===== config.mk =====
export PLATFORM = sky130hd
export DESIGN_NAME = fix_tx_fifo
export DESIGN_NICKNAME = d
export VERILOG_FILES = /design/src/rtl/fix_pkg.sv /design/src/rtl/fix_tx_fifo_mem.sv /design/src/rtl/fix_tx_fifo.sv
export SDC_FILE = /design/constraint.sdc
export NUM_CORES = 1
export LEC_CHECK = 0
export CELL_PAD_IN_SITES_DETAIL_PLACEMENT = 1
export CELL_PAD_IN_SITES_GLOBAL_PLACEMENT = 2
export CORE_MARGIN = 2
export CORE_UTILIZATION = 42
export CTS_BUF_LIST = sky130_fd_sc_hd__clkbuf_16
export CTS_CLUSTER_SIZE = 14
export DETAILED_ROUTE_END_ITERATION = 10
export PLACE_DENSITY = 0.77
export SLEW_MARGIN = 5
export SYNTH_ARGS = -nofsm -noshare
export SYNTH_HDL_FRONTEND = slang
export SYNTH_SLANG_ARGS = --single-unit

===== constraint.sdc =====
create_clock -name clk -period 6.1 [get_ports clk]
set_clock_uncertainty 0.1 [all_clocks]
set_input_delay 0.61 -clock clk [delete_from_list [all_inputs] [get_ports clk]]
set_output_delay 0.61 -clock clk [all_outputs]
set_load 0.005 [all_outputs]

===== src/rtl/fix_pkg.sv =====
// Shared FIX types: byte type, delimiters, TX beat payload and TX FIFO read-state encoding.
package fix_pkg;

    localparam int unsigned BYTE_W = 8;

    typedef logic [BYTE_W-1:0] byte_t;

    localparam byte_t FIX_EOM = 8'h3b;
    localparam byte_t FIX_SOH = 8'h01;

    // One byte presented to the TOE, with its end-of-message tag.
    typedef struct packed {
        byte_t data;
        logic  last;
    } tx_beat_t;

    typedef enum logic [1:0] {
        IDLE = 2'd0,
        SEND = 2'd1,
        CUT  = 2'd2
    } txf_state_e;

endpackage


===== src/rtl/fix_tx_fifo_mem.sv =====
// DEPTH x 8 simple dual-port RAM with a registered, write-through read port;
// the read register also tags bytes equal to TAG_BYTE.
module fix_tx_fifo_mem
    import fix_pkg::*;
#(
    parameter int unsigned DEPTH    = 64,
    parameter byte_t       TAG_BYTE = FIX_EOM,
    localparam int unsigned AW      = $clog2(DEPTH)
) (
    input  logic          clk,
    input  logic          rst,
    input  logic          wr_en,
    input  logic [AW-1:0] wr_addr,
    input  byte_t         wr_data,
    input  logic [AW-1:0] rd_addr,
    output tx_beat_t      rd_beat
);

    byte_t mem [DEPTH];
    byte_t rd_byte;

    always_ff @(posedge clk) begin
        if (wr_en) begin
            mem[wr_addr] <= wr_data;
        end
    end

    // A byte written to the slot being read this cycle is forwarded, so a
    // just-written head byte is visible on the next cycle.
    always_comb begin
        rd_byte = mem[rd_addr];
        if (wr_en && (wr_addr == rd_addr)) begin
            rd_byte = wr_data;
        end
    end

    always_ff @(posedge clk or negedge rst) begin
        if (!rst) begin
            rd_beat <= '0;
        end else begin
            rd_beat.data <= rd_byte;
            rd_beat.last <= (rd_byte == TAG_BYTE);
        end
    end

endmodule


===== src/rtl/fix_tx_fifo.sv =====
// Store-and-forward byte FIFO between fix_engine and the TOE: releases only complete
// messages, with a cut-through escape when a single message fills the buffer.
module fix_tx_fifo
    import fix_pkg::*;
#(
    parameter int unsigned  DEPTH       = 64,
    parameter byte_t        EOM_BYTE    = FIX_EOM,
    parameter int unsigned  FULL_MARGIN = 2,
    localparam int unsigned AW          = $clog2(DEPTH)
) (
    input  logic        clk,
    input  logic        rst,
    input  logic        fifo_write_i,
    input  byte_t       message_i,
    output logic        fifo_full_o,
    output logic        tx_valid_o,
    output byte_t       tx_data_o,
    output logic        tx_last_o,
    input  logic        tx_ready_i,
    output logic [AW:0] msg_count_o,
    output logic        overflow_o
);

    localparam int unsigned PW       = AW + 1;
    localparam logic [AW:0] FULL_LVL = PW'(DEPTH - FULL_MARGIN);

    txf_state_e  state;
    txf_state_e  state_next;
    logic        eom_pending;
    logic        eom_pending_next;
    logic        valid_next;

    logic [AW:0] wr_ptr;
    logic [AW:0] rd_ptr;
    logic [AW:0] wr_ptr_next;
    logic [AW:0] rd_ptr_next;
    logic [AW:0] occ;
    logic [AW:0] occ_next;
    logic [AW:0] msg_count_next;

    logic        full;
    logic        wr_acc;
    logic        wr_eom;
    logic        hs;
    logic        rd_eom;
    logic        msg_inc;
    logic        msg_dec;
    tx_beat_t    head;

    assign occ    = wr_ptr - rd_ptr;
    assign full   = (wr_ptr[AW] != rd_ptr[AW]) && (wr_ptr[AW-1:0] == rd_ptr[AW-1:0]);
    assign wr_acc = fifo_write_i && !full;
    assign wr_eom = wr_acc && (message_i == EOM_BYTE);
    assign hs     = tx_valid_o && tx_ready_i;
    assign rd_eom = hs && head.last;

    // The first EOM written during cut-through closes the message already
    // streaming out, so it is never counted as a buffered complete message.
    assign msg_inc = wr_eom && !((state == CUT) && !eom_pending);
    assign msg_dec = rd_eom && (state == SEND);

    assign wr_ptr_next    = wr_ptr + PW'(wr_acc);
    assign rd_ptr_next    = rd_ptr + PW'(hs);
    assign occ_next       = occ + PW'(wr_acc) - PW'(hs);
    assign msg_count_next = msg_count_o + PW'(msg_inc) - PW'(msg_dec);

    fix_tx_fifo_mem #(
        .DEPTH    (DEPTH),
        .TAG_BYTE (EOM_BYTE)
    ) u_mem (
        .clk     (clk),
        .rst     (rst),
        .wr_en   (wr_acc),
        .wr_addr (wr_ptr[AW-1:0]),
        .wr_data (message_i),
        .rd_addr (rd_ptr_next[AW-1:0]),
        .rd_beat (head)
    );

    assign tx_data_o = head.data;
    assign tx_last_o = head.last;

    // Read-side state register
    always_ff @(posedge clk or negedge rst) begin
        if (!rst) begin
            state       <= IDLE;
            eom_pending <= 1'b0;
        end else begin
            state       <= state_next;
            eom_pending <= eom_pending_next;
        end
    end

    // Read-side next state and next tx_valid
    always_comb begin
        state_next       = state;
        eom_pending_next = eom_pending;
        valid_next       = 1'b0;

        case (state)
            IDLE: begin
                if (msg_count_o != '0) begin
                    state_next = SEND;
                end else if (full) begin
                    state_next = CUT;
                end
            end
            SEND: begin
                if (rd_eom && (msg_count_next == '0)) begin
                    state_next = IDLE;
                end
            end
            CUT: begin
                if (rd_eom) begin
                    state_next       = IDLE;
                    eom_pending_next = 1'b0;
                end else if (wr_eom) begin
                    eom_pending_next = 1'b1;
                end
            end
            default: begin
                state_next       = IDLE;
                eom_pending_next = 1'b0;
            end
        endcase

        case (state_next)
            SEND:    valid_next = 1'b1;
            CUT:     valid_next = (occ_next != '0);
            default: valid_next = 1'b0;
        endcase
    end

    // Pointers, counters and registered status outputs
    always_ff @(posedge clk or negedge rst) begin
        if (!rst) begin
            wr_ptr      <= '0;
            rd_ptr      <= '0;
            msg_count_o <= '0;
            fifo_full_o <= 1'b0;
            overflow_o  <= 1'b0;
            tx_valid_o  <= 1'b0;
        end else begin
            wr_ptr      <= wr_ptr_next;
            rd_ptr      <= rd_ptr_next;
            msg_count_o <= msg_count_next;
            fifo_full_o <= (occ_next >= FULL_LVL);
            overflow_o  <= fifo_write_i && full;
            tx_valid_o  <= valid_next;
        end
    end

endmodule

==> impl_results.md <==
* Outcome: finished, final reports clean
* Crit path DAT at 5250 ps
* CP Launch Type: register
* Seq/Total Area, Yosys at 0.727
* Levels on crit path at 21
* Htree depth at 2
* Vias in the first global route at 12100
* EDFF count, synth at 512
* CTS tree: built
* Setup TNS at 0 ps
* Die X at 235 um
* Power Density at 509 mW/mm^2
* DR vias at 11500
* Fin. max-slew vios at 0
* Final std cells w/o fill at 1998
* Antenna Diode Count at 0
* IO Count at 31
* Combinational Power Share at 0.384
* CTS sink cnt at 548
* Largest net degree at the start of global routing at 86
* # hold bufs at CTS at 0
* Cell Int Power at 8.38 mW
* Max cap viols at 0
* Layout area overhead at 12.4%
* Slowest stage delay, CP at 560 ps
* Gr ovfl total at 0
* Starting density of the core at 0.425
* Crit Reg-Reg Startpoint: rd_ptr[2]$_DFF_PN0_
* Reg clk slew, reported paths at 60 ps
* Post-route ant nets at 0
* Die ar. at 0.0552 mm^2
* Crit. Startpoint: rd_ptr[2]$_DFF_PN0_
* CP Cell Sequence: ha_1, nand4_1, or4_1, nand2_1, nor3_1, o21ai_0, ha_1, inv_1, ha_1, inv_1, fa_1, inv_1, a21oi_1, nor2_1, nor2_1, xnor2_1, or3b_2, o31a_1, ha_1, a21oi_1, nor2_1
* CP top delay family: simple AND/OR/NAND/NOR gates
* Worst reg2reg path depth at 21
* Residual DRC at 0
* CP dominant cell by count: ha_1
* TritonRoute pass-1 iters at 5
* Static leakage at 8.23 nW
* Clk_lat worst skew at 600 ps
* Gate Count Post-Synth at 1215
* Mapped Area at 0.0224 mm^2
* Top post-synthesis cells by count: 512 x edfxtp_1, 118 x mux4_2, 103 x nor2_1, 69 x nand2_1, 36 x dfrtp_1
* Slew headroom at 0.298
* RSZ-0062 raised after global routing: false
* Slowest library cell on the worst path: dfrtp_1
* Final setup viols at 0
* Worst-Margin Slew at 1050 ps
* First-pass GRT wire length at 82.2 mm
* Peak Freq at 206 MHz
* DRT Wirelength at 55.1 mm
* Max Root-Sink Buffers at 3
* Core area at 0.0527 mm^2
* Vias per inst at 5.74
* Fin nets at 1313
* Total CTS buffers at 55
* Hold Vio Cnt, Final at 0
* Gpl congestion at 0.807
* Post-CTS setup buffers at 0
* Crit Path Category: register to register
* Post-synthesis register bit count at 548
* Yosys synthesis warning count at 0
* Synth top area cells: edfxtp_1 69%, mux4_2 12%, dfrtp_1 4.0%, nor2_1 1.7%, ha_1 1.6%
* Post_cts resized at 0
* Buf+Inv Stages, Crit Path at 3
* Max VDD drop at 258 uV
* Crit-path max FO at 14
* Hold WC Path Type: input port to asynchronous set/reset pin
* Crit end category: register
* Leading area contributor after synthesis: edfxtp_1
* Most common cell in the netlist: edfxtp_1
* Overall Power at 12.8 mW
* GRT Total Usage at 0.202
* Initial antenna violation count at 0
* Die H at 235 um
* Post-synthesis cell type count at 64
* Tmin final at 4850 ps
* Most used DFF post-synth: edfxtp_1
* Wirelength per Cell at 27.6 um
* Area share of the largest cell type after synthesis at 0.687
* Iter 0 DRT Violations at 909
* Share of cells above drive strength 1 at 0.184
* FFs w/ async S/R, synth at 0.0657
* Dpl hpwl at 34.4 mm
* Switching power at 4.44 mW
* # port buffers at 30
* Net switching fraction of the power at 0.346
* Syn_nets at 1260
* Register share of total power at 0.354
* Tcrit/Tclk final at 0.796
* Clock power share at 0.262
* Dpl cells at 1899
* Req. time, crit path at 6500 ps
* FP Rows at 84
* CTS root buffer: clkbuf_16
* Avg Cell Area, Syn at 18.4 um^2
-- path summary, 6_finish.rpt --
path	to	slack [ps]
max in group asynchronous	u_mem.rd_beat[6]$_DFF_PN0_	5310
worst max-delay path	tx_valid_o$_DFF_PN0_	1250
min in group clk	u_mem.mem[63][6]$_DFFE_PP_	200
worst max register to register	tx_valid_o$_DFF_PN0_	1250
worst min register to register	wr_ptr[6]$_DFF_PN0_	400
worst min-delay path	fifo_full_o$_DFF_PN0_	20
-- logic make-up (layout without fill, tap and decap cells) --
logic type	count (synthesis)	count (layout)	share of synthesized area
DFF	548	548	0.727
and+or+nand+nor	257	257	0.0528
muxes	150	150	0.134
buffers and inverters	89	184	0.0213
adders and majority gates	33	33	0.0198
AOI/OAI and AO/OA	110	110	0.0320
xor gates and xnor gates	28	28	0.0134
-- layer usage --
metal  GRT usage  vias to the layer above  part of all wire
met5           0                        -                 0
met4      0.0660                        0             0.026
met3      0.0249                       77             0.048
met2       0.318                      336              0.48
met1       0.295                     6103              0.44
li1            -                     4944                 -
-- cells in the final DEF (no fill, tap or decap), types with 5 or more instances in the layout --
master,netlist,layout
a31oi_1,10,10
nor4_1,5,5
nand4_1,7,7
mux2i_1,31,31
nand2b_1,5,5
mux4_2,118,118
xnor2_1,15,15
o211ai_1,13,13
nand3_1,28,28
dfrtp_1,36,36
clkdlybuf4s50_1,0,21
a21oi_1,32,32
nor2b_1,12,12
clkinv_1,0,12
nor2_1,103,103
a211oi_1,5,5
xor2_1,9,8
clkinv_2,0,9
or4_1,5,5
o21ai_0,9,9
inv_1,29,40
ha_1,29,27
bufinv_16,0,6
buf_4,12,18
clkbuf_16,0,57
edfxtp_1,512,512
nand2_1,69,69
nor3_1,7,7
o22ai_1,11,11
buf_2,29,9
-- power by group through the flow --
stage               clock network, mW  registers, mW  logic, mW
global route                     3.56           4.56       5.31
finish                           3.36           4.54       4.92
floorplan                           0           4.52       3.49
detailed placement                  0           4.62       4.97
global placement                    0           4.61       4.91
CTS                              3.42           4.54       5.00
-- stage by stage --
stage | worst slack, ps | hold WS, ps | instance area (um^2) | utilization
after floorplan | 1680 | 214 | 22400 | -
after global placement | 1330 | 374 | 23400 | 0.444
after detailed placement | 1270 | 386 | 23400 | 0.444
after CTS | 1240 | 18.9 | 25200 | 0.478
after global routing | 899 | 71.3 | 25200 | 0.478
final | 1250 | 23.7 | 25200 | 0.478
-- worst register-to-register path: stages, from the launching register on --
cell and delay (ps):
dfrtp_1 560, ha_1 470, nand4_1 90, or4_1 560, nand2_1 190, nor3_1 110
o21ai_0 110, ha_1 250, inv_1 60, ha_1 160, inv_1 60, fa_1 420
inv_1 80, a21oi_1 70, nor2_1 120, nor2_1 60, xnor2_1 130, or3b_2 480
o31a_1 270, ha_1 210, a21oi_1 130, nor2_1 50
-- cell type report --
| cell class | instances | area [um^2] |
|---|---|---|
| Inverter | 34 | 136 |
| Multi-Input combinational cell | 578 | 5670 |
| Sequential cell | 548 | 16300 |
| Clock inverter | 42 | 350 |
| Clock buffer | 57 | 1430 |
| Timing Repair Buffer | 51 | 450 |
| Fill cell | 4864 | 27500 |
| Tap cell | 688 | 861 |
-- registers in the layout, indices dropped and copies added, names as in the netlist --
name,count
eom_pending,1
fifo_full_o,1
msg_count_o,7
overflow_o,1
rd_ptr,7
state,2
tx_valid_o,1
u_mem.mem,512
u_mem.rd_beat,9
wr_ptr,7
(Power assumes the default switching activity.)
